### src/rtl/lamp_monitor.sv
// Traffic-lamp safety monitor: forwards controller lamp commands while they are legal.
// On the first fault it latches the fault code and flashes red on both directions.
// Define LAMP_MONITOR_FCOUNT_EN to add the FCOUNT output, which counts fault entries.
module lamp_monitor #(
  parameter int MIN_YLW   = 3,
  parameter int MAX_DARK  = 2,
  parameter int FLASH_DIV = 4
) (
  input  logic       CK,
  input  logic       CLRN,
  input  logic       GRN1,
  input  logic       YLW1,
  input  logic       RED1,
  input  logic       GRN2,
  input  logic       YLW2,
  input  logic       RED2,
  input  logic       ACK,
  output logic [2:0] LAMP1,
  output logic [2:0] LAMP2,
  output logic       FAULT,
  output logic [2:0] FCODE
`ifdef LAMP_MONITOR_FCOUNT_EN
  ,
  output logic [7:0] FCOUNT
`endif
);

  localparam logic [3:0] MIN_YLW_C  = 4'(MIN_YLW);
  localparam logic [3:0] MAX_DARK_C = 4'(MAX_DARK);
  localparam logic [7:0] FLASH_LAST = 8'(FLASH_DIV - 1);
  localparam logic [2:0] RED_ONLY   = 3'b001;

  typedef enum logic [1:0] {IDLE, RUN, FLT} state_t;

  function automatic logic [3:0] sat_inc4(input logic [3:0] v);
    return (v == 4'hF) ? v : v + 4'd1;
  endfunction

  function automatic logic multi_lit(input logic [2:0] v);
    return (v[2] & v[1]) | (v[2] & v[0]) | (v[1] & v[0]);
  endfunction

  state_t     state;
  logic [2:0] lamp_in1;
  logic [2:0] lamp_in2;
  logic       both_red;
  logic [3:0] ylw_cnt1;
  logic [3:0] ylw_cnt2;
  logic [3:0] dark_cnt1;
  logic [3:0] dark_cnt2;
  logic       prev_grn1;
  logic       prev_grn2;
  logic       flash;
  logic [7:0] flash_cnt;
  logic [2:0] code;

  assign lamp_in1 = {GRN1, YLW1, RED1};
  assign lamp_in2 = {GRN2, YLW2, RED2};
  assign both_red = (lamp_in1 == RED_ONLY) && (lamp_in2 == RED_ONLY);

  // Lamp history: counters hold the run length up to the previous cycle.
  always_ff @(posedge CK or negedge CLRN) begin
    if (!CLRN) begin
      ylw_cnt1  <= 4'd0;
      ylw_cnt2  <= 4'd0;
      dark_cnt1 <= 4'd0;
      dark_cnt2 <= 4'd0;
      prev_grn1 <= 1'b0;
      prev_grn2 <= 1'b0;
    end else begin
      ylw_cnt1  <= YLW1 ? sat_inc4(ylw_cnt1) : 4'd0;
      ylw_cnt2  <= YLW2 ? sat_inc4(ylw_cnt2) : 4'd0;
      dark_cnt1 <= (lamp_in1 == 3'b000) ? sat_inc4(dark_cnt1) : 4'd0;
      dark_cnt2 <= (lamp_in2 == 3'b000) ? sat_inc4(dark_cnt2) : 4'd0;
      prev_grn1 <= GRN1;
      prev_grn2 <= GRN2;
    end
  end

  // Fault checks in priority order, so the lowest code wins.
  always_comb begin
    code = 3'd0;
    if ((GRN1 | YLW1) && (GRN2 | YLW2)) begin
      code = 3'd1;
    end else if (multi_lit(lamp_in1) || multi_lit(lamp_in2)) begin
      code = 3'd2;
    end else if (((lamp_in1 == 3'b000) && (dark_cnt1 >= MAX_DARK_C)) ||
                 ((lamp_in2 == 3'b000) && (dark_cnt2 >= MAX_DARK_C))) begin
      code = 3'd3;
    end else if ((!YLW1 && (ylw_cnt1 != 4'd0) && (ylw_cnt1 < MIN_YLW_C)) ||
                 (!YLW2 && (ylw_cnt2 != 4'd0) && (ylw_cnt2 < MIN_YLW_C))) begin
      code = 3'd4;
    end else if ((prev_grn1 && RED1) || (prev_grn2 && RED2)) begin
      code = 3'd5;
    end
  end

  always_ff @(posedge CK or negedge CLRN) begin
    if (!CLRN) begin
      state     <= IDLE;
      LAMP1     <= RED_ONLY;
      LAMP2     <= RED_ONLY;
      FAULT     <= 1'b0;
      FCODE     <= 3'd0;
      flash     <= 1'b1;
      flash_cnt <= 8'd0;
    end else begin
      case (state)
        IDLE: begin
          LAMP1 <= RED_ONLY;
          LAMP2 <= RED_ONLY;
          if (both_red) state <= RUN;
        end
        RUN: begin
          if (code != 3'd0) begin
            state     <= FLT;
            FAULT     <= 1'b1;
            FCODE     <= code;
            flash     <= 1'b1;
            flash_cnt <= 8'd0;
            LAMP1     <= RED_ONLY;
            LAMP2     <= RED_ONLY;
          end else begin
            LAMP1 <= lamp_in1;
            LAMP2 <= lamp_in2;
          end
        end
        FLT: begin
          if (ACK && both_red) begin
            state     <= IDLE;
            FAULT     <= 1'b0;
            FCODE     <= 3'd0;
            flash     <= 1'b1;
            flash_cnt <= 8'd0;
            LAMP1     <= RED_ONLY;
            LAMP2     <= RED_ONLY;
          end else if (flash_cnt == FLASH_LAST) begin
            flash_cnt <= 8'd0;
            flash     <= ~flash;
            LAMP1     <= {2'b00, ~flash};
            LAMP2     <= {2'b00, ~flash};
          end else begin
            flash_cnt <= flash_cnt + 8'd1;
            LAMP1     <= {2'b00, flash};
            LAMP2     <= {2'b00, flash};
          end
        end
        default: state <= IDLE;
      endcase
    end
  end

`ifdef LAMP_MONITOR_FCOUNT_EN
  function automatic logic [7:0] sat_inc8(input logic [7:0] v);
    return (v == 8'hFF) ? v : v + 8'd1;
  endfunction

  always_ff @(posedge CK or negedge CLRN) begin
    if (!CLRN) begin
      FCOUNT <= 8'd0;
    end else if ((state == RUN) && (code != 3'd0)) begin
      FCOUNT <= sat_inc8(FCOUNT);
    end
  end
`endif

endmodule

### config.mk
export PLATFORM = sky130hd
export DESIGN_NAME = lamp_monitor
export DESIGN_NICKNAME = d
export VERILOG_FILES = /design/src/rtl/lamp_monitor.sv
export SDC_FILE = /design/constraint.sdc
export NUM_CORES = 1
export LEC_CHECK = 0
export ABC_AREA = 0
export BUFFER_PORTS_ARGS = -buffer_cell sky130_fd_sc_hd__buf_2
export CAP_MARGIN = 20
export CORE_ASPECT_RATIO = 0.9
export CORE_MARGIN = 1
export CORE_UTILIZATION = 47
export DETAILED_ROUTE_END_ITERATION = 10
export MAX_ROUTING_LAYER = met4
export PLACE_DENSITY = 0.65
export SLEW_MARGIN = 25
export SYNTH_ARGS = -nofsm -noshare
export SYNTH_HDL_FRONTEND = slang
export SYNTH_SLANG_ARGS = --single-unit
### constraint.sdc
create_clock -name CK -period 2.7 [get_ports CK]
set_input_delay 0 -clock CK [delete_from_list [all_inputs] [get_ports CK]]
set_output_delay 0 -clock CK [all_outputs]
set_load 0.05 [all_outputs]
# [Word-level counts from Yosys, hierarchy flattened]
# Index checks and enable logic that the tools add are counted.
[op_classes] n_addsub=5 order_cmp=4 n_eq_ne=17 n_mux=36 bitwise=13 reduce_logical=29
[op_table] operator="4-bit two-way mux" count=8
[op_table] operator="3-bit two-way mux" count=9
[op_table] operator="8-bit two-way mux" count=3
[op_table] operator="3-bit one-hot mux with 3 select lines" count=2
[op_table] operator="4-bit by 1-bit adder with 4-bit output (second input constant)" count=4
[op_table] operator="4-bit == test (second input constant)" count=4
[op_table] operator="8-bit one-hot mux with 2 select lines" count=1
[op_table] operator="2-bit != test (second input constant)" count=7
[op_table] operator="1-bit logical AND" count=11
[op_table] operator="3-bit AND reduction" count=3
[op_table] operator="8-bit by 1-bit adder with 8-bit output (second input constant)" count=1
[op_table] operator="8-bit by 2-bit == test with 1-bit output (second input constant)" count=1
[op_table] operator="4-bit by 2-bit >= comparator with 1-bit output (second input constant)" count=2
[op_table] operator="4-bit by 2-bit less-than comparator with 1-bit output (second input constant)" count=2
[op_table] operator="4-bit nonzero test" count=2
[op_table] operator="1-bit AND" count=6
[op_table] operator="3-bit by 1-bit == test with 1-bit output (second input constant)" count=2
[op_table] operator="3-bit logical NOT" count=2
[op_table] operator="1-bit two-way mux" count=6
[op_table] operator="2-bit two-way mux" count=3
[op_table] operator="1-bit OR" count=6
[op_table] operator="2-bit one-hot mux with 3 select lines" count=1
[op_table] operator="3-bit one-hot mux with 2 select lines" count=1
[op_table] operator="3-bit nonzero test" count=2
[op_table] operator="other kinds (10)" count=15
[totals] ff_bits=39 inputBits=9 output_inout_bits=10 wordCells=117

# [Depth between registers and ports, before layout]
# Gate-level depths: netlist (run 1).
[depth] word_depth=11 mapped_depth=8 ltp_nobuf=7

# [Worst setup path after synthesis (run 1)]
# OpenSTA, ideal clock, no wires.
[synth_path] path_kind="reg-to-reg" start="register ylw_cnt2[0]" end="register state[0]" t_arrival_ns=2.089 required_ns=2.575 slack_ns=0.486 stages_incl_launch_ff=9 n_path_buf=1 synth_period_minus_slack_ns=2.214 path_cell_list="dfrtp_1 > inv_1 > ha_1 > or4_1 > o221ai_2 > nor4_2 > buf_2 > a21oi_1 > mux2_2"
[synth_via] elab_chain_len=11
[synth_rtl] element="from (decl)" line_no="48" source="logic [3:0] ylw_cnt2;"
[synth_rtl] element="from (signal assigned)" line_no="72" source="ylw_cnt2 <= YLW2 ? sat_inc4(ylw_cnt2) : 4'd0;"
[synth_rtl] element="parallel branches: the longest is 2 deep, another holds 4-bit by 2-bit less-than comparator with 1-bit output"
[synth_rtl] element="1-bit logical AND *" line_no="91" source="(!YLW2 && (ylw_cnt2 != 4'd0) && (ylw_cnt2 < MIN_YLW_C))) begin"
[synth_rtl] element="1-bit logical OR *" line_no="90" source="end else if ((!YLW1 && (ylw_cnt1 != 4'd0) && (ylw_cnt1 < MIN_YLW_C)) ||"
[synth_rtl] element="3-bit two-way mux *" line_no="90"
[synth_rtl] element="3-bit two-way mux *" line_no="87" source="end else if (((lamp_in1 == 3'b000) && (dark_cnt1 >= MAX_DARK_C)) ||"
[synth_rtl] element="3-bit two-way mux *" line_no="85" source="end else if (multi_lit(lamp_in1) || multi_lit(lamp_in2)) begin"
[synth_rtl] element="3-bit two-way mux *" line_no="83" source="if ((GRN1 | YLW1) && (GRN2 | YLW2)) begin"
[synth_rtl] element="3-bit nonzero test *" line_no="115" source="if (code != 3'd0) begin"
[synth_rtl] element="2-bit != test (no line) *"
[synth_rtl] element="3-bit AND reduction (no line) *"
[synth_rtl] element="to (signal assigned)" line_no="112" source="if (both_red) state <= RUN;"
[synth_rtl] element="to (signal assigned)" line_no="116" source="state <= FLT;"
[synth_rtl] element="to (signal assigned)" line_no="130" source="state <= IDLE;"
[synth_rtl] element="to (decl)" line_no="43" source="state_t state;"
# Every way passes the cells marked *.
# A chain may end at the register's enable or synchronous reset.

# [Worst setup path after layout (run 1)]
[layout_path] start="register ylw_cnt2[0]" end="register flash_cnt[0]"
[layout_via] elab_chain_len=11
[layout_rtl] element="parallel branches: the longest is 2 deep, another holds 4-bit by 2-bit less-than comparator with 1-bit output"
[layout_rtl] element="1-bit logical AND *" line_no="91"
[layout_rtl] element="1-bit logical OR *" line_no="90"
[layout_rtl] element="3-bit two-way mux *" line_no="90"
[layout_rtl] element="3-bit two-way mux *" line_no="87"
[layout_rtl] element="3-bit two-way mux *" line_no="85"
[layout_rtl] element="3-bit two-way mux *" line_no="83"
[layout_rtl] element="3-bit nonzero test *" line_no="115"
[layout_rtl] element="2-bit != test (no line) *"
[layout_rtl] element="2-bit AND reduction (no line) *"
[layout_rtl] element="to (signal assigned)" line_no="143" source="flash_cnt <= flash_cnt + 8'd1;"
[layout_rtl] element="to (decl)" line_no="54" source="logic [7:0] flash_cnt;"
# Marked as above.

==> flow_metrics.tcl, run 1 <==
set metrics [dict create \
    synth-xor-area-share 0.01576 \
    grt_pass1_vias 1593 \
    synthAdderAreaFrac 0.07878 \
    syn_area_um2 2223 \
    cp-start-kind "flop" \
    worst-r2r-setup-slack_ps 320 \
    reg2reg_depth 8 \
    antenna_cells 0 \
    post_cts_resized 0 \
    fp.dieH_um 67.25 \
    drcViolationCount 0 \
    start_util 0.4953 \
    path_class "reg -> reg" \
    syn_nets 256 \
    grtUsageTotal 0.2063 \
    area_delta_synth_final_pct 13.39 \
    grt_max_degree 40 \
    required_ps 2930 \
    r2r-start "ylw_cnt2[0]" \
    fp.dieW_um 74.50 \
    dr.pass1.iters 4 \
    end_kind "flop" \
    vias_per_cell 5.618 \
    hp-start "YLW2" \
    antenna_left 0 \
    wl_um 4515 \
    finalSetupViolCount 0 \
    antenna_found_initial 0 \
    synth-compound-area-share 0.1970 \
    cts_root_buffer "clkbuf_8" \
    htree_levels 2 \
    layout_commonest_cell "dfrtp_1" \
    port-buffer-count 18 \
    nFillCells 427 \
    pin_count 19 \
    hold_viol 0 \
    clkLatencyLatePin_ps 290 \
    finClkSkew_ps 2.679 \
    worstPathMaxFanout 12 \
    min_period_ps 2377 \
    wire_per_inst_um 14.02 \
    run_status "finished clean" \
    irDropWorstVdd_v 0.0007986 \
    critPathLaunch "ylw_cnt2[0]" \
    hold_class "in -> reg" \
    place_inst 311 \
    cts_tree "built" \
    synth_area_per_cell_um2 9.542 \
    synthCells 233 \
    synth.mux.area_fraction 0.02364 \
    place_congestion 0.9081 \
    grt_first_pass_wirelength_um 7486 \
    yosys.cell_types.count 49 \
    whs_endpoint "ylw_cnt2[2]" \
    cts_buffers 5 \
    seq_area_frac_synth 0.4406 \
    synthTopCellsByArea "dfrtp_1 (41%), ha_1 (7.9%), nor2_1 (4.1%)" \
    dieArea_um2 5010 \
    synth_top_area_cell "dfrtp_1" \
    cap_violations 0 \
    clockBufferDepth 2 \
    synth_edf_count 0 \
    yosys.area_share.simple 0.1970 \
    relSlewSlack 0.4231 \
    grt_overflow_total 0 \
    final_cell_mix "dfrtp_1 (36), nor2_1 (24), inv_1 (22)" \
    via_count 1809 \
    slew_viol_final 0 \
    synth_top_area_frac 0.4052 \
    yosys_warnings 0 \
    static-leakage-power_uw 0.001155 \
    p_per_area_nw_per_um2 784.4 \
    holdPathStages 3 \
    worst_pin_slew_ps 865.4 \
    drt_iter0_drc 76 \
    async_flop_share 1.000 \
    layout-drive-gt1-share 0.1808 \
    dpl.hpwl_um 3259 \
    worstPathArrival_ps 2610 \
    fin_cells 322 \
    timing.rr.end "flash_cnt[0]" \
    synth-seq-cells 39 \
    clock_sinks 39 \
    period_share 0.8805 \
    rows 23 \
    rsz0062_at_grt "no" \
    ys.flop_type "dfrtp_1" \
    setup_tns_ps 0 \
    layout.nets 282 \
    clkTransAtPathRegs_ps 70 \
    core_um2 4489 \
    synth_top_family_by_area "simple AND/OR/NAND/NOR gates" \
    max_freq_ghz 0.4206 \
]
synth_stat cells (all sizes together), types with 6 or more instances:
master   n
a31oi    9
ha      14
inv     22
a211oi   6
nand3   15
nand2   12
nor2    24
nor3     7
a21oi    6
dfrtp   36
o21ai   14
stage by stage:
stage                     utilization  hold slack (ps)  area, µm²  total power (µW)  setup slack, ps
after floorplan                     -           -295.6       2223              1364            486.0
after global placement         0.5326            166.4       2391              1552            355.0
after detailed placement       0.5326            171.1       2391              1558            314.7
after CTS                      0.5616           0.5867       2521              1992            301.4
after global routing           0.5616            50.36       2521              2106            179.3
final                          0.5616            12.78       2521              1978            322.6
flip-flops by register name (all words and copies together) (netlist names), 2 cells and up:
name / cells
dark_cnt2: 4
ylw_cnt2: 4
flash_cnt: 8
FCODE: 3
LAMP2: 3
ylw_cnt1: 4
state: 2
LAMP1: 3
dark_cnt1: 4
area by class of cell:
type | count | area (µm²) | share of cell area
Clock buffer | 8 | 100.1 | 0.03970
Inverter | 22 | 82.58 | 0.03275
Tap cell | 62 | 77.57 | 0.03077
Timing Repair Buffer | 24 | 142.6 | 0.05658
Multi-Input combinational cell | 167 | 1139 | 0.4516
Sequential cell | 39 | 979.7 | 0.3886
worst max-delay path, stage by stage (launching register included):
cell and delay [ps]:
dfrtp_1 400, inv_1 60, ha_1 180, or4_1 540, o221ai_2 250, nor4_2 60, buf_4 190, a211oi_2 410
mux2_2 230
power by group:
group          switching (µW)  internal [µW]  total [µW]
combinational             525            300         825
clock                     192            233         425
sequential               55.3            672         727
total                     772           1210        1980
kinds of logic after synthesis:
family	Yosys count
AOI/OAI and AO/OA	61
buffers and inverters	27
DFF	39
adders and majority gates	14
muxes	5
xor gates and xnor gates	4
and+or+nand+nor	83
worst max-delay path by stage:
stage / slack (ps) / endpoint / cells after the start
2_1_floorplan: 490 / state[0] / 8
3_3_place_gp: 360 / flash_cnt[0] / 8
6_report: 320 / flash_cnt[0] / 8
5_1_grt: 180 / flash_cnt[0] / 8
4_1_cts: 300 / flash_cnt[0] / 8
3_5_place_dp: 310 / flash_cnt[0] / 8
routing by layer:
metal	wire, µm	global-route usage	vias to the layer above	part of all wire
met2	1878	0.2815	38	0.42
met5	0	-	-	0
met1	2393	0.2953	858	0.53
met4	43	0.06368	0	0.0095
met3	200	0.05672	4	0.044
li1	-	-	909	-
repair_timing:
action                    in CTS  in global routing
hold buffers                   3                  0
hold endpoints to repair      38                  0
buffers inserted               0                  0
Power figures use the tool's default switching activity.
==> run 2: changes to the inputs <==
Settings changed: CELL_PAD_IN_SITES_DETAIL_PLACEMENT set to 0, CELL_PAD_IN_SITES_GLOBAL_PLACEMENT set to 1, CORE_MARGIN 1 to 2, CORE_UTILIZATION 47 to 46, PLACE_DENSITY 0.65 to not set, PLACE_DENSITY_LB_ADDON set to 0.1.
==> run 2 against run 1 <==
  * Clock skew is 4.4 ps higher
  * Global-route usage is 0.79 points lower
  * Register-to-register slack worse by 50 ps
  * Sequential power is 0.7% higher
  * Power is 1.3% lower
  * Non-clock buffer count stayed put
  * Critical path depth stayed put
  * Clock power is 7.3% lower
==> flow_metrics.tcl, run 2 (synthesis gave the netlist of run 1 again) <==
set metrics [dict create \
    finalSetupViolCount 0 \
    hold_ws_ps 29.84 \
    end_kind "flop" \
    holdPathStages 3 \
    drt_iter0_drc 141 \
    cts_root_buffer "clkbuf_8" \
    antenna_cells 0 \
    grt_most_used_layer "met1" \
    fin_cells 321 \
    p_comb_frac 0.423 \
    static-leakage-power_uw 0.001151 \
    max_stage_delay_ps 530 \
    setup_tns_ps 0 \
    reg2reg_depth 8 \
    finClkSkew_ps 7.085 \
    p_switching_uw 780.3 \
    dieArea_um2 5406 \
    worstPathArrival_ps 2650 \
    use_met1 0.3014 \
    seqPwrFrac 0.375 \
    place_congestion 0.7626 \
    regMostFlops "flash_cnt" \
    p_per_area_nw_per_um2 778.1 \
    min_period_ps 2423 \
    whs_endpoint "ylw_cnt2[2]" \
    fp.dieW_um 77.29 \
    via_count 1791 \
    clkLatencyLatePin_ps 280 \
    cts_tree "built" \
    layout_setup_ws_ps 276.6 \
    worstPathMaxFanout 12 \
    clock_sinks 39 \
    dr.pass1.iters 4 \
    clkPwrFrac 0.202 \
    htree_levels 2 \
    cp_cell_sequence "inv_1 > ha_1 > or4_1 > o221ai_2 > nor4_2 > buf_4 > a211oi_2 > mux2_2" \
    rows 23 \
    postCtsHoldBufs 3 \
    final_cell_mix "dfrtp_1 (36), nor2_1 (24), inv_1 (22)" \
    layout-drive-gt1-share 0.1815 \
    fp.dieH_um 69.96 \
    slew_viol_final 0 \
    port-buffer-count 18 \
    cp-start-kind "flop" \
    antenna_left 0 \
    layout.nets 282 \
    max_freq_ghz 0.4126 \
    drcViolationCount 0 \
    required_ps 2930 \
    vias_per_cell 5.579 \
    grt_pass1_vias 1745 \
    pin_count 19 \
    critPathSlowestCell "or4_1" \
    clkTransAtPathRegs_ps 80 \
    start_util 0.4890 \
    area_delta_synth_final_pct 12.83 \
    cts_buffers 5 \
    period_share 0.8976 \
    antenna_found_initial 0 \
    hp-start "YLW2" \
    layout_commonest_cell "dfrtp_1" \
    dpl.hpwl_um 3333 \
    grt_overflow_total 0 \
    worst_pin_slew_ps 873.8 \
    post_cts_resized 0 \
    run_status "finished clean" \
    timing.rr.end "flash_cnt[0]" \
    grt_use_met2 0.2792 \
    switching_share 0.3998 \
    grt_max_degree 40 \
    grtUsageTotal 0.1984 \
    design_area_um2 2509 \
    path_class "reg -> reg" \
    wire_per_inst_um 14.73 \
    power.internal_uw 1172 \
    grt_first_pass_wirelength_um 8452 \
    clockBufferDepth 2 \
    place_area_um2 2391 \
    rsz0062_at_grt "no" \
    place_ws_ps 265.7 \
    cap_violations 0 \
    irDropWorstVdd_v 0.0005285 \
    hold_viol 0 \
    wl_um 4729 \
    core_um2 4547 \
    hold_class "in -> reg" \
    worst-r2r-setup-slack_ps 280 \
    largest_reg_flops 8 \
    relSlewSlack 0.4174 \
    post_cts_buffers 0 \
    r2r-start "ylw_cnt2[0]" \
    place_inst 311 \
    grt_util_met3 0.03488 \
]
-- run 2: changes by cell type in the layout (fill, tap and decap cells not counted) --
cell	delta
clkbuf_1	-1
clkbuf_8	-1
clkinv_2	+1
-- run 2: per-stage QoR --
stage          total power, µW    util
6_report                  1952  0.5517
5_1_grt                   2101  0.5517
4_1_cts                   1972  0.5517
2_1_floorplan             1364       -
3_5_place_dp              1564  0.5259
3_3_place_gp              1567  0.5259
-- run 2: worst max-delay path by stage --
stage                     slack, ps         from      endpoint  cells after the start
after CTS                       250  ylw_cnt2[0]  flash_cnt[0]                      8
after global routing             60  ylw_cnt2[0]  flash_cnt[0]                      8
final                           280  ylw_cnt2[0]  flash_cnt[0]                      8
after global placement          310  ylw_cnt2[0]  flash_cnt[0]                      8
after floorplan                 490  ylw_cnt2[0]      state[0]                      8
after detailed placement        270  ylw_cnt2[0]  flash_cnt[0]                      8
-- run 2: layer usage --
layer,share of wire,up-vias
li1,-,902
met3,0.030,2
met4,0.0051,0
met5,0,-
met2,0.42,34
met1,0.55,853
-- run 2: critical path: cells and delay by family, from the launching register on --
family	cells	cell delay, ps
AO/OA/AOI/OAI	2	700
adder cells (fa/ha/maj)	1	180
buffers and inverters	2	250
flip-flops	1	410
multiplexers	1	230
AND/OR/NAND/NOR	2	590
-- run 2: area by class of cell --
type / instances / area, µm²
tap: 62 / 77.57
sequential: 39 / 979.7
fill: 443 / 2038
inverter: 22 / 82.58
clock buffer: 6 / 82.58
multi-input combinational: 167 / 1139
clock inverter: 1 / 5.005
timing repair buffer: 24 / 142.6
-- run 2: power groups by stage --
stage               clock network, µW  logic (µW)  registers (µW)
floorplan                           0         509             855
global placement                    0         825             742
detailed placement                  0         822             742
CTS                               408         831             732
global route                      434         924             743
finish                            394         825             732
